`src/rtl/wb_pkg.sv`:
```
// Shared types for the writeback stage: widths, source priority order and the
// buffered result entry.
package wb_pkg;

  localparam int PW   = 6;
  localparam int DW   = 32;
  localparam int NSRC = 4;

  // Incoming sources in retirement priority order.
  typedef enum logic [1:0] {
    SRC_ALU = 2'd0,
    SRC_SFU = 2'd1,
    SRC_BRU = 2'd2,
    SRC_AGU = 2'd3
  } src_e;

  typedef struct packed {
    logic [PW-1:0] tag;
    logic [DW-1:0] data;
  } wb_entry_t;

  // Pointer advance modulo depth; inc never exceeds NSRC and depth >= NSRC,
  // so one conditional subtraction is enough.
  function automatic int wrap_add(input int ptr, input int inc, input int depth);
    int sum;
    sum = ptr + inc;
    if (sum >= depth) sum = sum - depth;
    return sum;
  endfunction

endpackage

```
`src/rtl/wb_fifo.sv`:
```
// Overflow buffer for writeback results: up to four enqueues and two dequeues
// per cycle, exposing the two oldest entries.
module wb_fifo
  import wb_pkg::*;
#(
  parameter int DEPTH = 4,
  localparam int CW = $clog2(DEPTH + 1),
  localparam int AW = $clog2(DEPTH)
) (
  input  logic                  clk,
  input  logic                  rst,
  input  logic [2:0]            n_enq,
  input  wb_entry_t [NSRC-1:0]  enq_entries,
  input  logic [1:0]            n_deq,
  output logic [CW-1:0]         count,
  output wb_entry_t             head0,
  output wb_entry_t             head1
);

  wb_entry_t     mem_q [DEPTH];
  wb_entry_t     mem_d [DEPTH];
  logic [AW-1:0] wr_ptr_q, wr_ptr_d;
  logic [AW-1:0] rd_ptr_q, rd_ptr_d;
  logic [CW-1:0] count_q, count_d;

  assign count = count_q;
  assign head0 = mem_q[rd_ptr_q];
  assign head1 = mem_q[AW'(wrap_add(int'(rd_ptr_q), 1, DEPTH))];

  always_comb begin
    mem_d = mem_q;
    for (int i = 0; i < NSRC; i++) begin
      if (i < int'(n_enq)) begin
        mem_d[AW'(wrap_add(int'(wr_ptr_q), i, DEPTH))] = enq_entries[i];
      end
    end
    wr_ptr_d = AW'(wrap_add(int'(wr_ptr_q), int'(n_enq), DEPTH));
    rd_ptr_d = AW'(wrap_add(int'(rd_ptr_q), int'(n_deq), DEPTH));
    count_d  = count_q + CW'(n_enq) - CW'(n_deq);
  end

  always_ff @(posedge clk) begin
    if (rst) begin
      count_q  <= '0;
      wr_ptr_q <= '0;
      rd_ptr_q <= '0;
      for (int i = 0; i < DEPTH; i++) mem_q[i] <= '0;
    end else begin
      count_q  <= count_d;
      wr_ptr_q <= wr_ptr_d;
      rd_ptr_q <= rd_ptr_d;
      mem_q    <= mem_d;
    end
  end

endmodule

```
`src/rtl/wb_stage.sv`:
```
// Writeback stage: retires up to four result bundles per cycle through two
// regfile/wakeup ports, buffers the overflow and resolves branches.
module wb_stage
  import wb_pkg::*;
#(
  parameter int DEPTH = 4
) (
  input  logic          clk,
  input  logic          rst,
  input  logic [DW-1:0] aluoutw,
  input  logic [PW-1:0] alurdw,
  input  logic          aluenw,
  input  logic [DW-1:0] sfuoutw,
  input  logic [PW-1:0] sfurdw,
  input  logic          sfuenw,
  input  logic [DW-1:0] aguoutw,
  input  logic [PW-1:0] agurdw,
  input  logic          aguenw,
  input  logic [DW-1:0] brulinkw,
  input  logic [PW-1:0] brurdw,
  input  logic          bruenw,
  input  logic          pre_rightw,
  input  logic          b_typew,
  input  logic          real_directionw,
  input  logic [DW-1:0] addrw,
  output logic          we0,
  output logic [PW-1:0] waddr0,
  output logic [DW-1:0] wdata0,
  output logic          we1,
  output logic [PW-1:0] waddr1,
  output logic [DW-1:0] wdata1,
  output logic          stall,
  output logic          recover,
  output logic [DW-1:0] redirect_pc,
  output logic          bp_upd,
  output logic          bp_taken
);

  localparam int CW = $clog2(DEPTH + 1);

  logic [CW-1:0]        count;
  wb_entry_t            head0, head1;
  wb_entry_t            in_entry [NSRC];
  logic [NSRC-1:0]      in_en;
  logic [NSRC-1:0]      in_live;
  wb_entry_t [NSRC-1:0] enq_entries;
  logic [2:0]           n_enq;
  logic [1:0]           n_deq;
  logic [2:0]           n_port;
  logic                 accept;
  logic                 bru_acc;

  logic          recover_q, recover_d;
  logic [DW-1:0] redirect_pc_q, redirect_pc_d;
  logic          bp_upd_q, bp_upd_d;
  logic          bp_taken_q, bp_taken_d;

  wb_fifo #(.DEPTH(DEPTH)) u_fifo (
    .clk         (clk),
    .rst         (rst),
    .n_enq       (n_enq),
    .enq_entries (enq_entries),
    .n_deq       (n_deq),
    .count       (count),
    .head0       (head0),
    .head1       (head1)
  );

  // Threshold leaves room for a full four-wide bundle minus two writes.
  assign stall  = (count >= CW'(DEPTH - 2));
  assign accept = ~stall;

  always_comb begin
    in_entry[SRC_ALU] = {alurdw, aluoutw};
    in_entry[SRC_SFU] = {sfurdw, sfuoutw};
    in_entry[SRC_BRU] = {brurdw, brulinkw};
    in_entry[SRC_AGU] = {agurdw, aguoutw};
    in_en = {aguenw, bruenw, sfuenw, aluenw};
    in_live = '0;
    for (int i = 0; i < NSRC; i++) begin
      in_live[i] = accept & in_en[i] & (in_entry[i].tag != '0);
    end
  end

  // Buffered entries are older, so they claim the ports before new results.
  always_comb begin
    we0         = 1'b0;
    waddr0      = '0;
    wdata0      = '0;
    we1         = 1'b0;
    waddr1      = '0;
    wdata1      = '0;
    n_enq       = '0;
    enq_entries = '0;
    n_deq       = (count >= CW'(2)) ? 2'd2 : count[1:0];
    n_port      = {1'b0, n_deq};
    if (n_deq != 2'd0) begin
      we0    = 1'b1;
      waddr0 = head0.tag;
      wdata0 = head0.data;
    end
    if (n_deq == 2'd2) begin
      we1    = 1'b1;
      waddr1 = head1.tag;
      wdata1 = head1.data;
    end
    for (int i = 0; i < NSRC; i++) begin
      if (in_live[i]) begin
        if (n_port == 3'd0) begin
          we0    = 1'b1;
          waddr0 = in_entry[i].tag;
          wdata0 = in_entry[i].data;
        end else if (n_port == 3'd1) begin
          we1    = 1'b1;
          waddr1 = in_entry[i].tag;
          wdata1 = in_entry[i].data;
        end else begin
          enq_entries[n_enq[1:0]] = in_entry[i];
          n_enq = n_enq + 3'd1;
        end
        n_port = n_port + 3'd1;
      end
    end
  end

  always_comb begin
    bru_acc       = accept & bruenw;
    recover_d     = bru_acc & ~pre_rightw;
    redirect_pc_d = recover_d ? addrw : '0;
    bp_upd_d      = bru_acc & b_typew;
    bp_taken_d    = bru_acc & b_typew & real_directionw;
  end

  always_ff @(posedge clk) begin
    if (rst) begin
      recover_q     <= 1'b0;
      redirect_pc_q <= '0;
      bp_upd_q      <= 1'b0;
      bp_taken_q    <= 1'b0;
    end else begin
      recover_q     <= recover_d;
      redirect_pc_q <= redirect_pc_d;
      bp_upd_q      <= bp_upd_d;
      bp_taken_q    <= bp_taken_d;
    end
  end

  assign recover     = recover_q;
  assign redirect_pc = redirect_pc_q;
  assign bp_upd      = bp_upd_q;
  assign bp_taken    = bp_taken_q;

endmodule

```
`config.mk`:
```
export PLATFORM = sky130hd
export DESIGN_NAME = wb_stage
export DESIGN_NICKNAME = d
export VERILOG_FILES = /design/src/rtl/wb_pkg.sv /design/src/rtl/wb_fifo.sv /design/src/rtl/wb_stage.sv
export SDC_FILE = /design/constraint.sdc
export NUM_CORES = 1
export LEC_CHECK = 0
export BUFFER_PORTS_ARGS = -buffer_cell sky130_fd_sc_hd__buf_2
export CAP_MARGIN = 5
export CORE_ASPECT_RATIO = 0.6
export CORE_MARGIN = 2
export CORE_UTILIZATION = 30
export DETAILED_ROUTE_END_ITERATION = 16
export PLACE_DENSITY = 0.51
export SYNTH_ARGS = -nofsm -noshare
export SYNTH_HDL_FRONTEND = slang
export SYNTH_SLANG_ARGS = --single-unit
export TNS_END_PERCENT = 20
```
`constraint.sdc`:
```
create_clock -name clk -period 9.1 [get_ports clk]
set_input_delay 0.91 -clock clk [delete_from_list [all_inputs] [get_ports clk]]
set_output_delay 0.91 -clock clk [all_outputs]
set_load 0.005 [all_outputs]
```
==> results.md <==
- The residual antenna-violating net count after detailed routing is 0.
- The data arrival time of the critical path is ~7.8 ns.
- The total buffers and inverters traversed by the critical path is 5.
- The number of warnings reported in the yosys synthesis log is 0.
- After legalization and detailed placement, the total HPWL measured 62900 um.
- In the finished design, the share of the clock period the worst path needs comes to between 80% and 90%.
- After detailed routing, the average wire length per cell comes to 25.9 um.
- The critical path in this run is classified as in -> reg.
- The total grt overflow is 0.
- For this design, the slowest cell found on the critical path is a2111o_2.
- The minimum clock period is between 7 and 8 ns.
- STA classifies the critical path startpoint as a primary input.
- For this run, the top clock speed supported by timing is 134 MHz.
- The DRC violation total after the first TritonRoute iteration is roughly 2800.
- Once the clock tree was built, the setup fixing pass inserted 0 buffers.
- The clock passes through at most 2 buffers.
- The maximum net fanout on the critical path is 40.
- The hold violation count in the final report is 0.
- For this run, the total global-route usage over all layers was measured as a little over a quarter.
- The total instance count after detailed placement is roughly 3800.
- The total design power is 7180 uW.
- The global-route wire length before repair is about 150000 um.
- The cell at the root of the clock tree is clkbuf_16.
- The post-synthesis register bit count is between 150 and 200.
- The hold buffer count at CTS is 0.
- Setup violations remaining at the end of the flow were counted as 0.
- The leakage power total is 0.00849 uW.
- The commonest register cell after synthesis is dfxtp_1.
- The number of levels the H-tree was split into is 4.
- The overall routed net length is about 100000 um.
- The via count of the first global-routing pass is 21400.
- The average cell area after synthesis is slightly above 7 sq um.
- The number of cell rows is 74.
- The areal power density over the cells is 309 nW/um^2.
- The library cell used most frequently in the layout, excluding fill and tap cells, is nand2_1.
- The width of the die is approximately 340 um.
- Clock tree synthesis inserted a total of 17 buffers.
- The worst voltage drop across the vdd grid is ~0.26 mV.
- Yosys mapped a number of flops with a built-in enable equal to 0.
- The library cells used most frequently in the layout, excluding fill and tap cells, are 431 x nand2_1, 305 x buf_2, 292 x o211ai_1, 266 x nor2_1, 264 x a21oi_1.
- The sequential element share of the synthesized area is a little under a fifth.
- The count of nets after finishing is roughly 3100.
- The count of unique library cells instantiated by Yosys is just over 80.
- In the routed design, unresolved DRC markers number 0.
- The worst slew margin relative to its limit is -100%.
- In this design, the largest share of critical-path delay is due to compound AO/OA/AOI/OAI gates.
- Setup repair after global routing left no endpoint under its margin.
- The instance count of the mapped netlist is 2849.
- The count of pins on the block boundary is approximately 310.
- The layout overhead on the synthesized area is 13.3%.
- The post-route standard cell area excluding fillers is approximately 23000 sq um.
- The clock-pin slew of the registers on the worst-case setup and hold paths is ~0.080 ns.
- The TritonCTS clock tree is yes.
- At the pin with the least slew margin, the transition time is approximately 3.0 ns.
- After clock tree synthesis, the repair step resized 0 gates.
- The starting density of the core is slightly above 30%.
- The number of search-and-repair iterations in the first detailed-routing pass is 7.
- The final weighted congestion in routability-driven placement is approximately 0.89.
- The cell area after synthesis is slightly above 20000 sq um.
- The classification of the worst-slack hold path is reg -> reg.
- The ratio of routed vias to standard cells is approximately 6.2.
- The count of buffers added on input and output ports is 306.
- Entering global routing, the biggest net connects roughly 110 pins.
- The overall via count from detail_route is 23800.
- The floorplan step set the die height to 207 um.
- The share of flip-flops with an asynchronous set or reset after synthesis is 0%.
- The post-route netlist has 22.1% of its cells at a drive strength greater than 1.
- The die covers 70600 sq um.
- For the final routed database, the setup TNS stands at 0 ns.
- The worst-skew pair later-pin latency is about 0.48 ns.
- The post-placement cell area is around 23000 sq um.
- The initial antenna violation count came to 11.
- The total core area is about 68000 sq um.
- The run finished, with violations left.
- The worst setup path is captured at a flop.
- The checks that failed: max-slew violations.
- The count of clock tree sinks is a little under 200.
- The data required time of the worst path is between 9 and 10 ns.
- The tool flagged a number of max-cap violations equal to 0.
- The max-slew violation count came to 86.
- The post-layout instance count excluding filler cells is between 3000 and 4000.
- For this run, the slowest stage of the critical path takes between 0.8 and 0.9 ns.
- The largest clock skew in the final design is approximately 0.017 ns.
## power by group
group          internal [uW]  switching (uW)  total, uW
Combinational           1790            3220       5010
Sequential              1060             237       1300
Clock                    467             405        872
Total                   3320            3860       7180
## kinds of logic after synthesis
logic type,Yosys count,share of synthesized area (%)
AOI/OAI and AO/OA,1085,38.2
and+or+nand+nor,1045,22.2
buffers and inverters,355,7.26
DFF,194,18.9
muxes,128,11.0
adders and majority gates,27,1.72
xor gates and xnor gates,14,0.689
other,1,0.0183
## Yosys cell counts, types with 6 or more instances
master,count,share of area (%)
a2111oi_2,40,2.9
a211oi_1,20,0.73
a21o_1,40,1.5
a21oi_1,264,6.4
a221oi_1,33,1.4
a22oi_1,32,1.2
a311oi_2,31,2.3
and2_1,41,1.3
and3_1,16,0.49
buf_1,25,0.46
buf_2,57,1.4
buf_4,9,0.33
buf_6,7,0.38
clkbuf_1,223,4.1
dfxtp_1,194,19
ha_1,25,1.5
inv_1,33,0.60
mux2_2,12,0.66
mux2i_1,40,2.0
mux4_2,76,8.3
nand2_1,433,7.9
nand3_1,203,5.0
nor2_1,268,4.9
nor3_1,40,0.98
nor3b_1,7,0.26
o211ai_1,292,11
o211ai_2,32,2.0
o21a_1,34,1.2
o21ai_0,207,5.1
o21ai_1,6,0.15
xnor2_1,9,0.38
## final cells by class
| cell class | instances | area (sq um) |
|---|---|---|
| fill | 7299 | 44600 |
| multi-input combinational | 2301 | 15400 |
| sequential | 194 | 3890 |
| timing repair buffer | 371 | 2080 |
| tap | 912 | 1140 |
| clock buffer | 22 | 485 |
| clock inverter | 10 | 145 |
| inverter | 34 | 128 |
| antenna | 6 | 15.0 |
## per-stage QoR
| stage | hold slack, ns | worst slack [ns] | utilization, % |
|---|---|---|---|
| after floorplan | 0.517 | 2.68 | - |
| after global placement | 0.558 | 1.47 | 33.3 |
| after detailed placement | 0.563 | 1.38 | 33.3 |
| after CTS | 0.581 | 1.84 | 34.2 |
| after global routing | 0.626 | 1.20 | 34.2 |
| final | 0.593 | 1.61 | 34.2 |
## metal layers
metal | wire (um) | GRT usage [%] | vias up
met1 | 45300 | 39.6 | 11400
met4 | 2290 | 7.10 | 10
met5 | 62 | 0 | -
li1 | - | - | 10800
met3 | 11600 | 7.43 | 173
met2 | 40400 | 38.7 | 1503
## worst reg2reg max path, stage by stage (launching register included)
cell and delay (ns):
dfxtp_1 0.44, nor2_1 0.07, buf_4 0.19, nand2_1 0.29, inv_1 0.12, ha_1 0.38, o211a_1 0.29, nor2_1 0.07
ha_1 0.27, nand2_1 0.05, a21oi_1 0.27, nor2_1 0.06, and2_1 0.17, ha_1 0.24, nor2_1 0.44, a21oi_1 0.25
a22oi_4 0.47, inv_1 0.16, ha_1 0.33, inv_1 0.30, xnor2_4 0.14, nor4_2 0.54, a2111o_2 0.88, buf_4 0.48
o211ai_2 0.12, o211ai_1 0.14, a311oi_2 0.12
## worst paths after layout
kind                           from                 to  slack (ns)  cells after the start
setup / recovery          alurdw[0]   u_fifo.mem_q[48]        1.61                     25
hold / removal    u_fifo.mem_q[147]  u_fifo.mem_q[147]        0.59                      2
setup reg to reg    u_fifo.count[2]   u_fifo.mem_q[48]        1.66                     26
hold reg to reg   u_fifo.mem_q[147]  u_fifo.mem_q[147]        0.59                      2
## sequential cells by signal (all words and copies together), names as in the netlist
signal           count
u_fifo.wr_ptr_q      2
redirect_pc         32
u_fifo.mem_q       152
u_fifo.rd_ptr_q      2
bp_taken             1
bp_upd               1
u_fifo.count         3
recover              1
No activity file was read; power rests on OpenSTA's default activity.
